===== src/rtl/video_timing_gen.sv =====
// Raster timing generator: configurable porch/sync per axis, registered coordinates and strobes.
// Define VTG_PATTERN_EN to add an 8-bar colour test pattern on rgb; otherwise rgb is tied to 0.
module video_timing_gen #(
   parameter int unsigned H_ACTIVE = 1920,
   parameter int unsigned H_FP     = 88,
   parameter int unsigned H_SYNC   = 44,
   parameter int unsigned H_BP     = 148,
   parameter int unsigned V_ACTIVE = 1080,
   parameter int unsigned V_FP     = 4,
   parameter int unsigned V_SYNC   = 5,
   parameter int unsigned V_BP     = 36,
   parameter bit          H_POL    = 1'b1,
   parameter bit          V_POL    = 1'b1,
   parameter int unsigned CW       = 12
) (
   input  logic          pixclk,
   input  logic          reset,
   input  logic          en,
   output logic          de,
   output logic          hsync,
   output logic          vsync,
   output logic [CW-1:0] x,
   output logic [CW-1:0] y,
   output logic          line_start,
   output logic          frame_start,
   output logic [23:0]   rgb
);

   localparam int unsigned H_TOTAL = H_ACTIVE + H_FP + H_SYNC + H_BP;
   localparam int unsigned V_TOTAL = V_ACTIVE + V_FP + V_SYNC + V_BP;
   localparam int unsigned HS_BEG  = H_ACTIVE + H_FP;
   localparam int unsigned HS_END  = HS_BEG + H_SYNC;
   localparam int unsigned VS_BEG  = V_ACTIVE + V_FP;
   localparam int unsigned VS_END  = VS_BEG + V_SYNC;

   logic [CW-1:0] hcnt, vcnt;
   logic [31:0]   hc, vc;
   logic          h_last, v_last, active, hs_on, vs_on, run;

   // Wide copies keep every comparison at 32 bits, so totals up to 2^CW compare cleanly.
   always_comb begin
      hc     = 32'(hcnt);
      vc     = 32'(vcnt);
      h_last = (hc == H_TOTAL - 1);
      v_last = (vc == V_TOTAL - 1);
      active = (hc < H_ACTIVE) && (vc < V_ACTIVE);
      hs_on  = (hc >= HS_BEG) && (hc < HS_END);
      vs_on  = (vc >= VS_BEG) && (vc < VS_END);
      run    = !reset && en;
   end

   always_ff @(posedge pixclk) begin
      if (!run) begin
         hcnt        <= '0;
         vcnt        <= '0;
         de          <= 1'b0;
         hsync       <= ~H_POL;
         vsync       <= ~V_POL;
         x           <= '0;
         y           <= '0;
         line_start  <= 1'b0;
         frame_start <= 1'b0;
      end else begin
         hcnt <= h_last ? '0 : hcnt + 1'b1;
         if (h_last)
            vcnt <= v_last ? '0 : vcnt + 1'b1;
         de          <= active;
         hsync       <= hs_on ? H_POL : ~H_POL;
         vsync       <= vs_on ? V_POL : ~V_POL;
         x           <= active ? hcnt : '0;
         y           <= active ? vcnt : '0;
         line_start  <= (hcnt == '0);
         frame_start <= (hcnt == '0) && (vcnt == '0);
      end
   end

`ifdef VTG_PATTERN_EN
   localparam int unsigned BW = (H_ACTIVE / 8 > 0) ? H_ACTIVE / 8 : 1;

   logic [CW-1:0] bar_pix;
   logic [2:0]    bar_idx;
   logic [23:0]   bar_rgb;

   // bar_pix/bar_idx track the current hcnt; index saturates at 7 so remainder pixels stay black.
   always_ff @(posedge pixclk) begin
      if (!run || h_last) begin
         bar_pix <= '0;
         bar_idx <= '0;
      end else if (32'(bar_pix) == BW - 1) begin
         bar_pix <= '0;
         if (bar_idx != 3'd7)
            bar_idx <= bar_idx + 3'd1;
      end else begin
         bar_pix <= bar_pix + 1'b1;
      end
   end

   always_comb begin
      bar_rgb = {{8{~bar_idx[1]}}, {8{~bar_idx[2]}}, {8{~bar_idx[0]}}};
   end

   always_ff @(posedge pixclk) begin
      if (!run)
         rgb <= '0;
      else
         rgb <= active ? bar_rgb : '0;
   end
`else
   always_comb begin
      rgb = '0;
   end
`endif

endmodule


===== config.mk =====
export PLATFORM = sky130hd
export DESIGN_NAME = video_timing_gen
export DESIGN_NICKNAME = d
export VERILOG_FILES = /design/src/rtl/video_timing_gen.sv
export SDC_FILE = /design/constraint.sdc
export NUM_CORES = 1
export LEC_CHECK = 0
export CAP_MARGIN = 20
export CORE_ASPECT_RATIO = 0.9
export CORE_MARGIN = 5
export CORE_UTILIZATION = 52
export CTS_BUF_LIST = sky130_fd_sc_hd__clkbuf_16
export DETAILED_ROUTE_END_ITERATION = 8
export PLACE_DENSITY = 0.84
export SYNTH_ARGS = -nofsm -noshare
export SYNTH_HDL_FRONTEND = slang
export SYNTH_SLANG_ARGS = --single-unit
export TNS_END_PERCENT = 10

===== constraint.sdc =====
create_clock -name pixclk -period 3.06 [get_ports pixclk]
set_input_delay 0.918 -clock pixclk [delete_from_list [all_inputs] [get_ports pixclk]]
set_output_delay 0.918 -clock pixclk [all_outputs]
set_load 0.02 [all_outputs]

==> impl_metrics.py <==
metrics = {
    "status": {
        "status": "finished clean",
    },
    "routing": {
        "dr_total_vias": 1643,
        "drtIter0Drc": 128,
        "via_per_inst": 5.15,
        "drc": 0,
        "wire_per_inst_um": 12.5,
        "routed_wl_um": 3990,
        "firstDrtPassIters": 4,
        "antenna_left": 0,
    },
    "clock_network": {
        "clock_latency_ps": 290,
        "clk_path_buf_depth": 2,
        "cts_setup_buffers": 0,
        "ctsResizeCount": 0,
        "cts_buffers": 5,
        "cts_tree": "built",
        "cts-root-buf": "clkbuf_16",
        "ctsHoldBuffers": 0,
        "htreeDepth": 2,
        "path_clk_slew_ps": 70,
        "cts.sinks": 53,
    },
    "cells_and_area": {
        "antennaDiodeCount": 0,
        "drive_above_1_share": 0.0664,
        "nets": 277,
        "area_growth_pct": 18.7,
    },
    "synthesis": {
        "ys_seq_elements": 53,
        "syn_inst": 240,
        "yosysWarnings": 0,
        "syn_area_um2": 2190,
        "ys_seq_area_frac": 0.484,
        "synthTopCellsByArea": "dfxtp_1, buf_4, and2_1, nor2_1, xnor2_1",
        "yosysMostFrequentCell": "dfxtp_1",
        "synthFlopType": "dfxtp_1",
        "yosysTopAreaCellShare": 0.484,
        "synth_largest_area_cell": "dfxtp_1",
        "yosysUniqueCellTypes": 35,
        "ys_top_cells_by_count": "dfxtp_1, buf_4, and2_1",
        "synthArstFlopShare": 0,
        "avgSynthCellArea_um2": 9.14,
        "synth_edf_count": 0,
    },
    "sta": {
        "fin_tns_setup_ps": 0,
        "period_share": 0.721,
        "finalSetupViolCount": 0,
        "finalMaxSlewViolations": 0,
        "period_needed_ps": 2210,
        "fmax_mhz": 453,
        "worst_clock_skew_ps": 5.83,
        "hold_viol": 0,
        "rsz0062_at_grt": "false",
    },
    "setup_path": {
        "start_kind": "flip-flop",
        "end_kind": "flip-flop",
        "cp_max_fo": 7,
        "required_ps": 3290,
        "critPathArrivalTime_ps": 2430,
        "worstSetupPathType": "flip-flop to flip-flop",
    },
    "floorplan": {
        "core_um2": 4070,
        "row_count": 22,
        "design.die.area_um2": 5620,
        "die_w_um": 78.5,
        "die_y_um": 71.6,
        "start_util": 0.538,
        "ios": 56,
    },
    "global_route": {
        "grt.total_usage": 0.148,
        "grt_pass1_wl_um": 6640,
        "first_global_vias": 1481,
        "grt_max_degree": 17,
        "grt_overflow": 0,
        "antenna_found_initial": 0,
    },
    "power": {
        "p_leak_uw": 0.000950,
        "total_power_uw": 1300,
        "vdd_ir_drop_max_mv": 0.233,
        "power_density_nw_per_um2": 498,
    },
    "run": {
        "cap_violations": 0,
    },
    "worst_hold_path": {
        "hold_path_class": "flip-flop to flip-flop",
    },
    "placement": {
        "dpl.hpwl_um": 2830,
        "gp_congestion": 0.837,
        "portBuffers": 31,
    },
}
## placed cells by master (no fill, tap or decap), types with 4 or more instances in the layout
master,count
a21oi_1,9
and2_1,22
clkbuf_16,5
clkdlybuf4s50_1,31
conb_1,26
dfxtp_1,53
ha_1,4
inv_1,7
nand2_1,9
nand3_1,11
nand4_1,5
nor2_1,21
nor3_1,6
nor4_1,4
o21ai_0,9
or3_1,8
xnor2_1,8
## registers in the layout, indices dropped and copies added, names as in the netlist
signal       count
vsync            1
hsync            1
y               12
line_start       1
x               12
vcnt            12
de               1
frame_start      1
hcnt            12
## worst max-delay path, stage by stage, from the launching register on
cell and delay [ps]:
dfxtp_1 410, ha_1 290, nand3_1 240, or4_1 660
or3_1 410, a21oi_2 130
## where the power goes
| group | internal [uW] | total, uW | switching [uW] |
|---|---|---|---|
| Combinational | 15.5 | 62.0 | 46.5 |
| Clock | 300 | 536 | 237 |
| Sequential | 695 | 698 | 2.67 |
## layer usage
layer | global-route usage | up-vias | wire [um]
met5 | 0 | - | 0
met4 | 0.0583 | 0 | 79
met3 | 0.0402 | 9 | 258
met2 | 0.226 | 61 | 1710
met1 | 0.198 | 755 | 1940
li1 | - | 818 | -
## cells by family after synthesis
kind of cell / after synthesis / synth area share
fa+ha+maj: 4 / 0.0228
simple gates: 104 / 0.266
flops: 53 / 0.484
buf+inv: 42 / 0.114
xor+xnor: 11 / 0.0439
compound gates: 25 / 0.0673
other cells: 1 / 0.00171
## path summary, 6_finish.rpt
kind	start	endpoint	slack, ps	cells past startpoint
worst max-delay path	hcnt[0]	vcnt[8]	850	5
worst max register to register	hcnt[0]	vcnt[8]	850	5
worst min register to register	hcnt[0]	hcnt[0]	490	1
worst min-delay path	hcnt[0]	hcnt[0]	490	1
## final cells by class
cell class,instances,area [um2]
Clock buffer,5,125
Clock inverter,3,18.8
Fill cell,335,1470
Inverter,6,22.5
Multi-Input combinational cell,170,982
Sequential cell,53,1060
Tap cell,48,60.1
Timing Repair Buffer,34,333
## per-stage QoR
stage	hold WS [ps]	instance area (um2)	std cells	util	worst slack [ps]
2_1_floorplan	437	2290	265	-	915
6_report	492	2600	319	0.639	853
3_3_place_gp	457	2460	311	0.604	672
4_1_cts	494	2600	319	0.639	854
5_1_grt	504	2600	319	0.639	695
3_5_place_dp	464	2460	311	0.604	574
Power figures use the tool's default switching activity.
